## src/rtl/line_cond_pkg.sv

```systemverilog
// ============================================================================
// line_cond_pkg : shared mode encodings and helpers for the line conditioner
// Revision      : 1.0
// ============================================================================
`default_nettype none

package line_cond_pkg;

  localparam int         MODE_W        = 2;
  localparam logic [1:0] MODE_PASS     = 2'd0;
  localparam logic [1:0] MODE_DEBOUNCE = 2'd1;
  localparam logic [1:0] MODE_RISE     = 2'd2;
  localparam logic [1:0] MODE_FALL     = 2'd3;

  // Select width stays at least one bit so a single-line build still has a port.
  function automatic int sel_w(input int n);
    return (n > 1) ? $clog2(n) : 1;
  endfunction

endpackage

`default_nettype wire

```

## src/rtl/line_cond_cell.sv

```systemverilog
// ============================================================================
// line_cond_cell : one conditioned line - synchroniser, invert, mode logic
// Revision       : 1.0
// ============================================================================
`default_nettype none

module line_cond_cell
  import line_cond_pkg::*;
#(
  parameter int LEN_W = 16
) (
  input  logic              clk,
  input  logic              rstn,
  input  logic              line_in,
  output logic              line_out,
  input  logic              cfg_wr,
  input  logic [MODE_W-1:0] cfg_mode,
  input  logic              cfg_invert,
  input  logic [LEN_W-1:0]  cfg_len
);

  logic              s1_q, s2_q;
  logic [MODE_W-1:0] mode_q, mode_d;
  logic              inv_q, inv_d;
  logic [LEN_W-1:0]  len_q, len_d;
  logic              stable_q, stable_d;
  logic              stable_dly_q, stable_dly_d;
  logic [LEN_W-1:0]  cnt_q, cnt_d;
  logic [LEN_W-1:0]  str_q, str_d;
  logic              out_q, out_d;

  logic v;
  logic evt;

  assign v   = s2_q ^ inv_q;
  assign evt = (mode_q == MODE_RISE) ? (stable_q & ~stable_dly_q)
                                     : (~stable_q & stable_dly_q);

  always_comb begin
    mode_d       = mode_q;
    inv_d        = inv_q;
    len_d        = len_q;
    stable_d     = stable_q;
    stable_dly_d = stable_q;
    cnt_d        = cnt_q;
    str_d        = str_q;
    out_d        = out_q;

    if (cfg_wr) begin
      // Edge history is reloaded from the new v so a mode/invert change cannot fake an event.
      mode_d       = cfg_mode;
      inv_d        = cfg_invert;
      len_d        = cfg_len;
      cnt_d        = '0;
      str_d        = '0;
      out_d        = 1'b0;
      stable_d     = s2_q ^ cfg_invert;
      stable_dly_d = s2_q ^ cfg_invert;
    end else begin
      case (mode_q)
        MODE_PASS: begin
          out_d    = v;
          stable_d = v;
          cnt_d    = '0;
          str_d    = '0;
        end
        MODE_DEBOUNCE: begin
          out_d = stable_q;
          if (v != stable_q) begin
            if (cnt_q == len_q) begin
              stable_d = v;
              cnt_d    = '0;
            end else if (cnt_q != '1) begin
              cnt_d = cnt_q + LEN_W'(1);
            end
          end else begin
            cnt_d = '0;
          end
        end
        default: begin
          stable_d = v;
          if (evt) begin
            out_d = 1'b1;
            str_d = len_q;
          end else if (str_q != '0) begin
            out_d = 1'b1;
            str_d = str_q - LEN_W'(1);
          end else begin
            out_d = 1'b0;
          end
        end
      endcase
    end
  end

  always_ff @(posedge clk) begin
    if (!rstn) begin
      s1_q         <= 1'b0;
      s2_q         <= 1'b0;
      mode_q       <= MODE_PASS;
      inv_q        <= 1'b0;
      len_q        <= '0;
      stable_q     <= 1'b0;
      stable_dly_q <= 1'b0;
      cnt_q        <= '0;
      str_q        <= '0;
      out_q        <= 1'b0;
    end else begin
      s1_q         <= line_in;
      s2_q         <= s1_q;
      mode_q       <= mode_d;
      inv_q        <= inv_d;
      len_q        <= len_d;
      stable_q     <= stable_d;
      stable_dly_q <= stable_dly_d;
      cnt_q        <= cnt_d;
      str_q        <= str_d;
      out_q        <= out_d;
    end
  end

  assign line_out = out_q;

endmodule

`default_nettype wire

```

## src/rtl/line_conditioner.sv

```systemverilog
// ============================================================================
// line_conditioner : bank of independent per-line conditioning cells
// Revision         : 1.0
// ============================================================================
`default_nettype none

module line_conditioner
  import line_cond_pkg::*;
#(
  parameter int NUM_LINES = 10,
  parameter int LEN_W     = 16
) (
  input  logic                        clk,
  input  logic                        rstn,
  input  logic [NUM_LINES-1:0]        lines_in,
  output logic [NUM_LINES-1:0]        lines_out,
  input  logic                        cfg_wr,
  input  logic [sel_w(NUM_LINES)-1:0] cfg_sel,
  input  logic [MODE_W-1:0]           cfg_mode,
  input  logic                        cfg_invert,
  input  logic [LEN_W-1:0]            cfg_len
);

  localparam int SEL_W = sel_w(NUM_LINES);

  // Out-of-range selects match no cell, so such writes are dropped naturally.
  for (genvar i = 0; i < NUM_LINES; i++) begin : g_cell
    logic wr_hit;
    assign wr_hit = cfg_wr && (cfg_sel == SEL_W'(i));

    line_cond_cell #(
      .LEN_W (LEN_W)
    ) u_cell (
      .clk        (clk),
      .rstn       (rstn),
      .line_in    (lines_in[i]),
      .line_out   (lines_out[i]),
      .cfg_wr     (wr_hit),
      .cfg_mode   (cfg_mode),
      .cfg_invert (cfg_invert),
      .cfg_len    (cfg_len)
    );
  end

endmodule

`default_nettype wire

```

## config.mk

```make
export PLATFORM = sky130hd
export DESIGN_NAME = line_conditioner
export DESIGN_NICKNAME = d
export VERILOG_FILES = /design/src/rtl/line_cond_pkg.sv /design/src/rtl/line_cond_cell.sv /design/src/rtl/line_conditioner.sv
export SDC_FILE = /design/constraint.sdc
export NUM_CORES = 2
export LEC_CHECK = 0
export BUFFER_PORTS_ARGS = -buffer_cell sky130_fd_sc_hd__buf_2
export CORE_MARGIN = 2
export CORE_UTILIZATION = 42
export DETAILED_ROUTE_END_ITERATION = 8
export PLACE_DENSITY_LB_ADDON = 0.08
export SKIP_CTS_REPAIR_TIMING = 1
export SLEW_MARGIN = 20
export SYNTH_ARGS = -nofsm -noshare
export SYNTH_HDL_FRONTEND = slang
export SYNTH_SLANG_ARGS = --single-unit
```

## constraint.sdc

```tcl
create_clock -name clk -period 2.3 [get_ports clk]
set_input_delay 0.46 -clock clk [delete_from_list [all_inputs] [get_ports clk]]
set_output_delay 0.46 -clock clk [all_outputs]
set_load 0.01 [all_outputs]
```

== Word level (Yosys, flattened, before mapping) ==
Index checks and enable logic that the tools add are counted.

* Multiplexer cells: 160
* Bitwise logic cells: 71
* Reduce and logical (&&, ||, !) cells: 91
* Eq/ne operators: 89
* $add $sub $neg: 20

{| class="wikitable"
|+ Operator list
! kind !! count
|-
| $mux W16 || 50
|-
| $pmux W16 S2 || 20
|-
| $add A16 B1 Y16 const B || 10
|-
| $eq A16 B16 Y1 || 10
|-
| $ne A16 B16 Y1 const B || 10
|-
| $reduce_bool A16 Y1 || 10
|-
| $sub A16 B1 Y16 const B || 10
|-
| $mux W1 || 80
|-
| $ne A3 B1 Y1 const B || 20
|-
| $reduce_and A2 Y1 || 30
|-
| $ne A4 B4 Y1 const B || 10
|-
| $not A1 Y1 || 31
|-
| $reduce_bool A3 Y1 || 10
|-
| $and A1 B1 Y1 || 20
|-
| $eq A2 B1 Y1 const B || 10
|-
| $eq A2 B2 Y1 const B || 10
|-
| $logic_not A2 Y1 || 10
|-
| $pmux W1 S2 || 10
|-
| $reduce_bool A2 Y1 || 10
|-
| $reduce_or A2 Y1 || 10
|-
| $xor A1 B1 Y1 || 20
|-
| $eq A4 B3 Y1 const B || 4
|-
| $logic_and A1 B1 Y1 || 10
|-
| $ne A1 B1 Y1 || 10
|-
| 4 further kinds || 6
|}

* Register bits: 560
* Output and inout port bits: 10

== Depth between registers and ports, before layout ==
* Depth after elaboration: 5
* Mapped depth: 9

== By module ==
A second synthesis with hierarchy kept.

* Cell total of the unflattened synthesis: 3536
* Area, all modules: 30015.0 um^2

{| class="wikitable"
|+ Modules (own cells, without submodules)
! module !! cells an instance !! seq. area each (um^2) !! area each (um^2) !! times used
|-
| line_cond_cell at g_cell[1].u_cell ... || 348 || 1121.1 || 3014.1 || 5
|-
| line_cond_cell at g_cell[0].u_cell ... || 356 || 1121.1 || 2971.6 || 5
|-
| line_conditioner || 16 || 0.0 || 86.3 || 1
|}

== Least setup slack after synthesis ==
No wires, ideal clock.

* Path kind: reg2reg
* Start point: register g_cell[6].u_cell.str_q[0]
* End point: register g_cell[6].u_cell.str_q[14]
* Setup time: 0.132 ns
* Path slack: 0.088 ns
* Period minus slack after synthesis: 2.212 ns
* Arrival time: 2.080 ns
* Path buffers: 0
* Stages on the path, launching flop included: 9
* Required time: 2.168 ns
* Cells stage by stage: dfxtp_1 inv_1 ha_1 or3b_1 or3_1 or2_2 or3_1 a21oi_1 o22ai_1

* Longest elaborated chain between the ends: 4

{| class="wikitable"
|+ Ends and longest elaborated chain
! element !! line !! source
|-
| from (decl) || line_cond_cell.sv:29 || <nowiki>logic [LEN_W-1:0] str_q, str_d;</nowiki>
|-
| from (signal assigned) || line_cond_cell.sv:117 || <nowiki>str_q <= str_d;</nowiki>
|-
| $sub A16 B1 Y16 || line_cond_cell.sv:87 || <nowiki>str_d = str_q - LEN_W'(1);</nowiki>
|-
| $mux W16 || line_cond_cell.sv:85 || <nowiki>end else if (str_q != '0) begin</nowiki>
|-
| $mux W16 || line_cond_cell.sv:82 || <nowiki>if (evt) begin</nowiki>
|-
| $pmux W16 S2 || line_cond_cell.sv:60 || <nowiki>case (mode_q)</nowiki>
|}

Several ways; a longest one is shown, not always the timed one. The select of a mux whose other input is x is not followed.
A chain may end at the register's enable or synchronous reset.

== Worst setup path after layout ==
* Start point: register g_cell[4].u_cell.str_q[10]
* End point: register g_cell[4].u_cell.str_q[8]

* Longest elaborated chain between the ends: 3

{| class="wikitable"
|+ Ends and longest elaborated chain
! element !! line
|-
| from (decl) || line_cond_cell.sv:29
|-
| from (signal assigned) || line_cond_cell.sv:117
|-
| $reduce_bool A16 Y1 || line_cond_cell.sv:85
|-
| $reduce_bool A3 Y1 (no line) || n/a
|-
| $reduce_and A2 Y1 (no line) || n/a
|}

Every way passes these cells.

==> run summary <==
Detailed placement ended at an HPWL of 66,800 µm. Walking the worst path, the cells encountered are or3_4 > or4b_4 > o41ai_4 > buf_4 > a21oi_2 > o22ai_1. CTS saw 560 sinks. The critical path starts at g_cell[4].u_cell.str_q[10]. The launching element type of the critical path was a register. Dividing the detail-routed wire length by the instance count gives 18.7 µm. The initial standard-cell utilization of the core came out at 42.5%. The tools report the count of final hold-check violations as 0. For this run, the register share of the synthesized area comes to 37.7%.

Timing would allow up to 444 MHz. The worst setup path is captured at a register. Entering global routing, the biggest net connects 103 pins. In the final layout, the share of cells above drive strength 1 is 14.4%. The tools report the internal power summed over all cells as 16,900 µW. Summed over all nets, wire length on met2 after detailed routing comes to 42,500 µm.

Using the TritonRoute via totals, the vias-per-cell ratio works out to 5.58. The H-tree generated during clock tree synthesis spans 3 levels. The critical path is of the register to register type.

The run gives 70,000 µm² as the core region area. The worst hold path belongs to the class primary input to register. For this run, the post-layout net count is 4,169.

In this run the worst path has a maximum fanout of 5. The cell type contributing the most total cell area after synthesis is dfxtp_1. In this run the cell area measured after placement is 33,000 µm². The flow ran to the end, and the final reports show no timing, DRC or antenna violations. The slew at the pin closest to its max-slew limit was 730 ps. TritonCTS built the clock tree.

Setup repair after global routing could not meet its margin everywhere. Hold timing on the final database bottoms out at a slack of 66.1 ps. Data on the critical path arrives at its endpoint at 2780 ps. The worst register-to-register path begins at g_cell[4].u_cell.str_q[10]. The completed layout was analyzed and its total power is 22,100 µW. Broken down by cell family, the worst path's largest delay share belongs to simple AND/OR/NAND/NOR gates.

The synthesized design contains 0 enable-type register cells. The overall die area came out at 73,000 µm². The cell sitting at the root of the clock tree is a clkbuf_16. The net count after synthesis came out at 3,953.

The clock reaches the later pin of the worst-skew pair after 600 ps. The analysis attributes to net switching a power of 5210 µW. Compared with the post-synthesis result, the final layout area differs by 18.8%. The synthesized design contains 560 register bits. By area the synthesized netlist is led by dfxtp_1, nand2_1, a21oi_1. The share of synthesized area in the top cell type comes to 37.7%. Once placement completed, the tool counted placed cells totaling 4,970.

The clock-pin slew on the worst setup and hold paths works out to 60 ps. Slowest cell on the critical path: or4b_4. The routed layout has 28,400 vias. Total of max-cap violations: 0.

The total of buffers placed on input and output ports is 45, and the last weighted congestion value of the routability-driven placer is 0.887. The max-slew violation count is 0, and the switching fraction of total power is 23.5%. The worst hold path begins at lines_in[8].

Summing every instance area after synthesis gives 29,700 µm². The total buffers and inverters traversed by the critical path was 1. Clock tree synthesis inserted a total of 68 buffers. Once detail routing completed, the nets flagged for antenna violations numbered 0. Combinational group share of total power: 5.6%. The worst-case headroom to the max-slew limit was 51.3%. The leading register cell type out of synthesis was dfxtp_1. The total global routing track utilization was 25.4%.

The floorplan step set the die height to 270 µm. For this run, the number of Yosys warnings is 0. The first TritonRoute pass finished after 5 iterations. Leaving out filler cells and counting taps, the final layout contains 5,092. Registers are responsible for 44.6% of the overall power. Clock skew after layout: 19.0 ps. The logs give 4860 µm for the wire length on met3 and 150,000 µm for the global-route wire length before repair. The post-synthesis async set-or-reset flop share is 0%, and the maximum VDD drop is 0.512 mV.

The distinct cell type count after synthesis was 94. The tools report the starting DRC count in detailed routing as 2,307. The detailed router used layers up to and including met4. The tools report the DRC violation count after routing as 0.

The number of setup violations in the final report is 0. Summed over all failing endpoints, the final setup total negative slack is 0 ps. Wires add up to 95,400 µm. The clock network is responsible for 49.9% of the overall power. In this run the static leakage power is 0.0134 µW.

Number of antenna violations at the first check in global routing: 2. Dividing total power by cell area gives a power density of 627 nW/µm². For the via count of the first global-routing pass, the log shows 26,300. Synthesis handed over a netlist of 3,887 instances. The clock period minus worst slack is 2250 ps, and the length of routed wiring on met1 is 45,400 µm. The logs give 35,400 µm² for the cell area after layout and 0 for the residual overflow from global routing.

Data on the critical path is required at its endpoint by 2830 ps. The tools report the site row count as 97. The largest incremental delay on the critical path is 580 ps, and the width of the chip is 270 µm. The longest clock path from root to sink contains 3 buffers. The final critical path takes up 98.0% of the cycle. 46 I/O pins were placed. After synthesis, the mean cell area works out to 7.65 µm².
## Yosys cell counts (19+ instances only)
master    instances
nand3b_1         19
o22ai_1          31
a311oi_1         23
xnor2_1         158
or2_2            20
nand4_1          92
and3_1           41
nor2_1          333
nand3_1         139
a31oi_1          47
nand2b_1         37
o211ai_1         21
o21ai_0         170
or3_1            30
dfxtp_1         560
a221o_1          19
a22oi_1          40
ha_1             30
nor4_1           60
inv_1            61
buf_2            39
xor2_1           92
clkbuf_1        175
and2_1           43
nor3_1          119
nand2_1         662
a21o_1           20
mux2i_1          33
a21oi_1         419
a211oi_1         32
nor2b_1          30
or4_1            26
o31ai_1          23
## worst paths after layout
check / endpoint / slack (ps) / depth (start not counted)
worst max register to register: g_cell[4].u_cell.str_q[8] / 50 / 6
worst max-delay path: g_cell[4].u_cell.str_q[8] / 50 / 6
worst min-delay path: g_cell[8].u_cell.s1_q / 70 / 2
worst min register to register: g_cell[9].u_cell.s2_q / 420 / 1
## kinds of logic (layout without fill, tap and decap cells)
group	after synthesis	count (layout)	share of synthesized area, %
DFF	560	560	37.7
and+or+nand+nor	1725	1725	27.8
buffers and inverters	307	571	4.24
adders and majority gates	30	30	1.26
AOI/OAI and AO/OA	977	977	20.3
muxes	38	38	1.30
xor gates and xnor gates	250	250	7.36
other	0	1	0
## per-layer routing
metal | vias to the layer above | track usage [%]
met5 | - | 0
met4 | 0 | 7.62
met3 | 145 | 3.45
met2 | 682 | 40.2
met1 | 13300 | 36.0
li1 | 14300 | -
## power by group through the flow
| stage | logic, µW | clock network, µW | registers, µW |
|---|---|---|---|
| 2_1_floorplan | 684 | 0 | 10000 |
| 3_3_place_gp | 1220 | 0 | 10100 |
| 3_5_place_dp | 1220 | 0 | 10100 |
| 4_1_cts | 1220 | 11300 | 9870 |
| 5_1_grt | 1330 | 11700 | 9870 |
| 6_report | 1230 | 11000 | 9870 |
## cell usage in the layout, fill, tap and decap left out, types with 32 or more instances in the layout
master	instances
nand2_1	662
dfxtp_1	556
a21oi_1	415
nor2_1	331
buf_4	326
o21ai_0	166
xnor2_1	158
nand3_1	138
nor3_1	114
nand4_1	92
xor2_1	92
clkbuf_16	71
inv_1	59
nor4_1	55
a31oi_1	47
buf_2	46
and3_1	41
and2_1	40
a22oi_1	40
nand2b_1	37
a211oi_1	32
## state kept, by name (all words and copies together), names as in the netlist
name,flops
g_cell.u_cell.str_q,160
g_cell.u_cell.s2_q,10
g_cell.u_cell.inv_q,10
g_cell.u_cell.len_q,160
g_cell.u_cell.stable_dly_q,10
g_cell.u_cell.line_out,10
g_cell.u_cell.s1_q,10
g_cell.u_cell.cnt_q,160
g_cell.u_cell.stable_q,10
g_cell.u_cell.mode_q,20
## layout make-up
type,count,area [µm²]
inverters,65,249
clock inverters,18,249
fillers,6997,34700
flip-flops and latches,560,11200
multi-input cells,3020,17400
well taps,940,1180
repair buffers,388,3000
diodes,1,2.50
clock buffers,100,2020
## stage by stage
stage,util (%),setup slack [ps]
after floorplan,-,88.1
after global placement,47.1,-97.5
after detailed placement,47.1,-159
after CTS,50.3,-18.5
after global routing,50.5,-82.5
final,50.5,45.8
(Power assumes the default switching activity.)
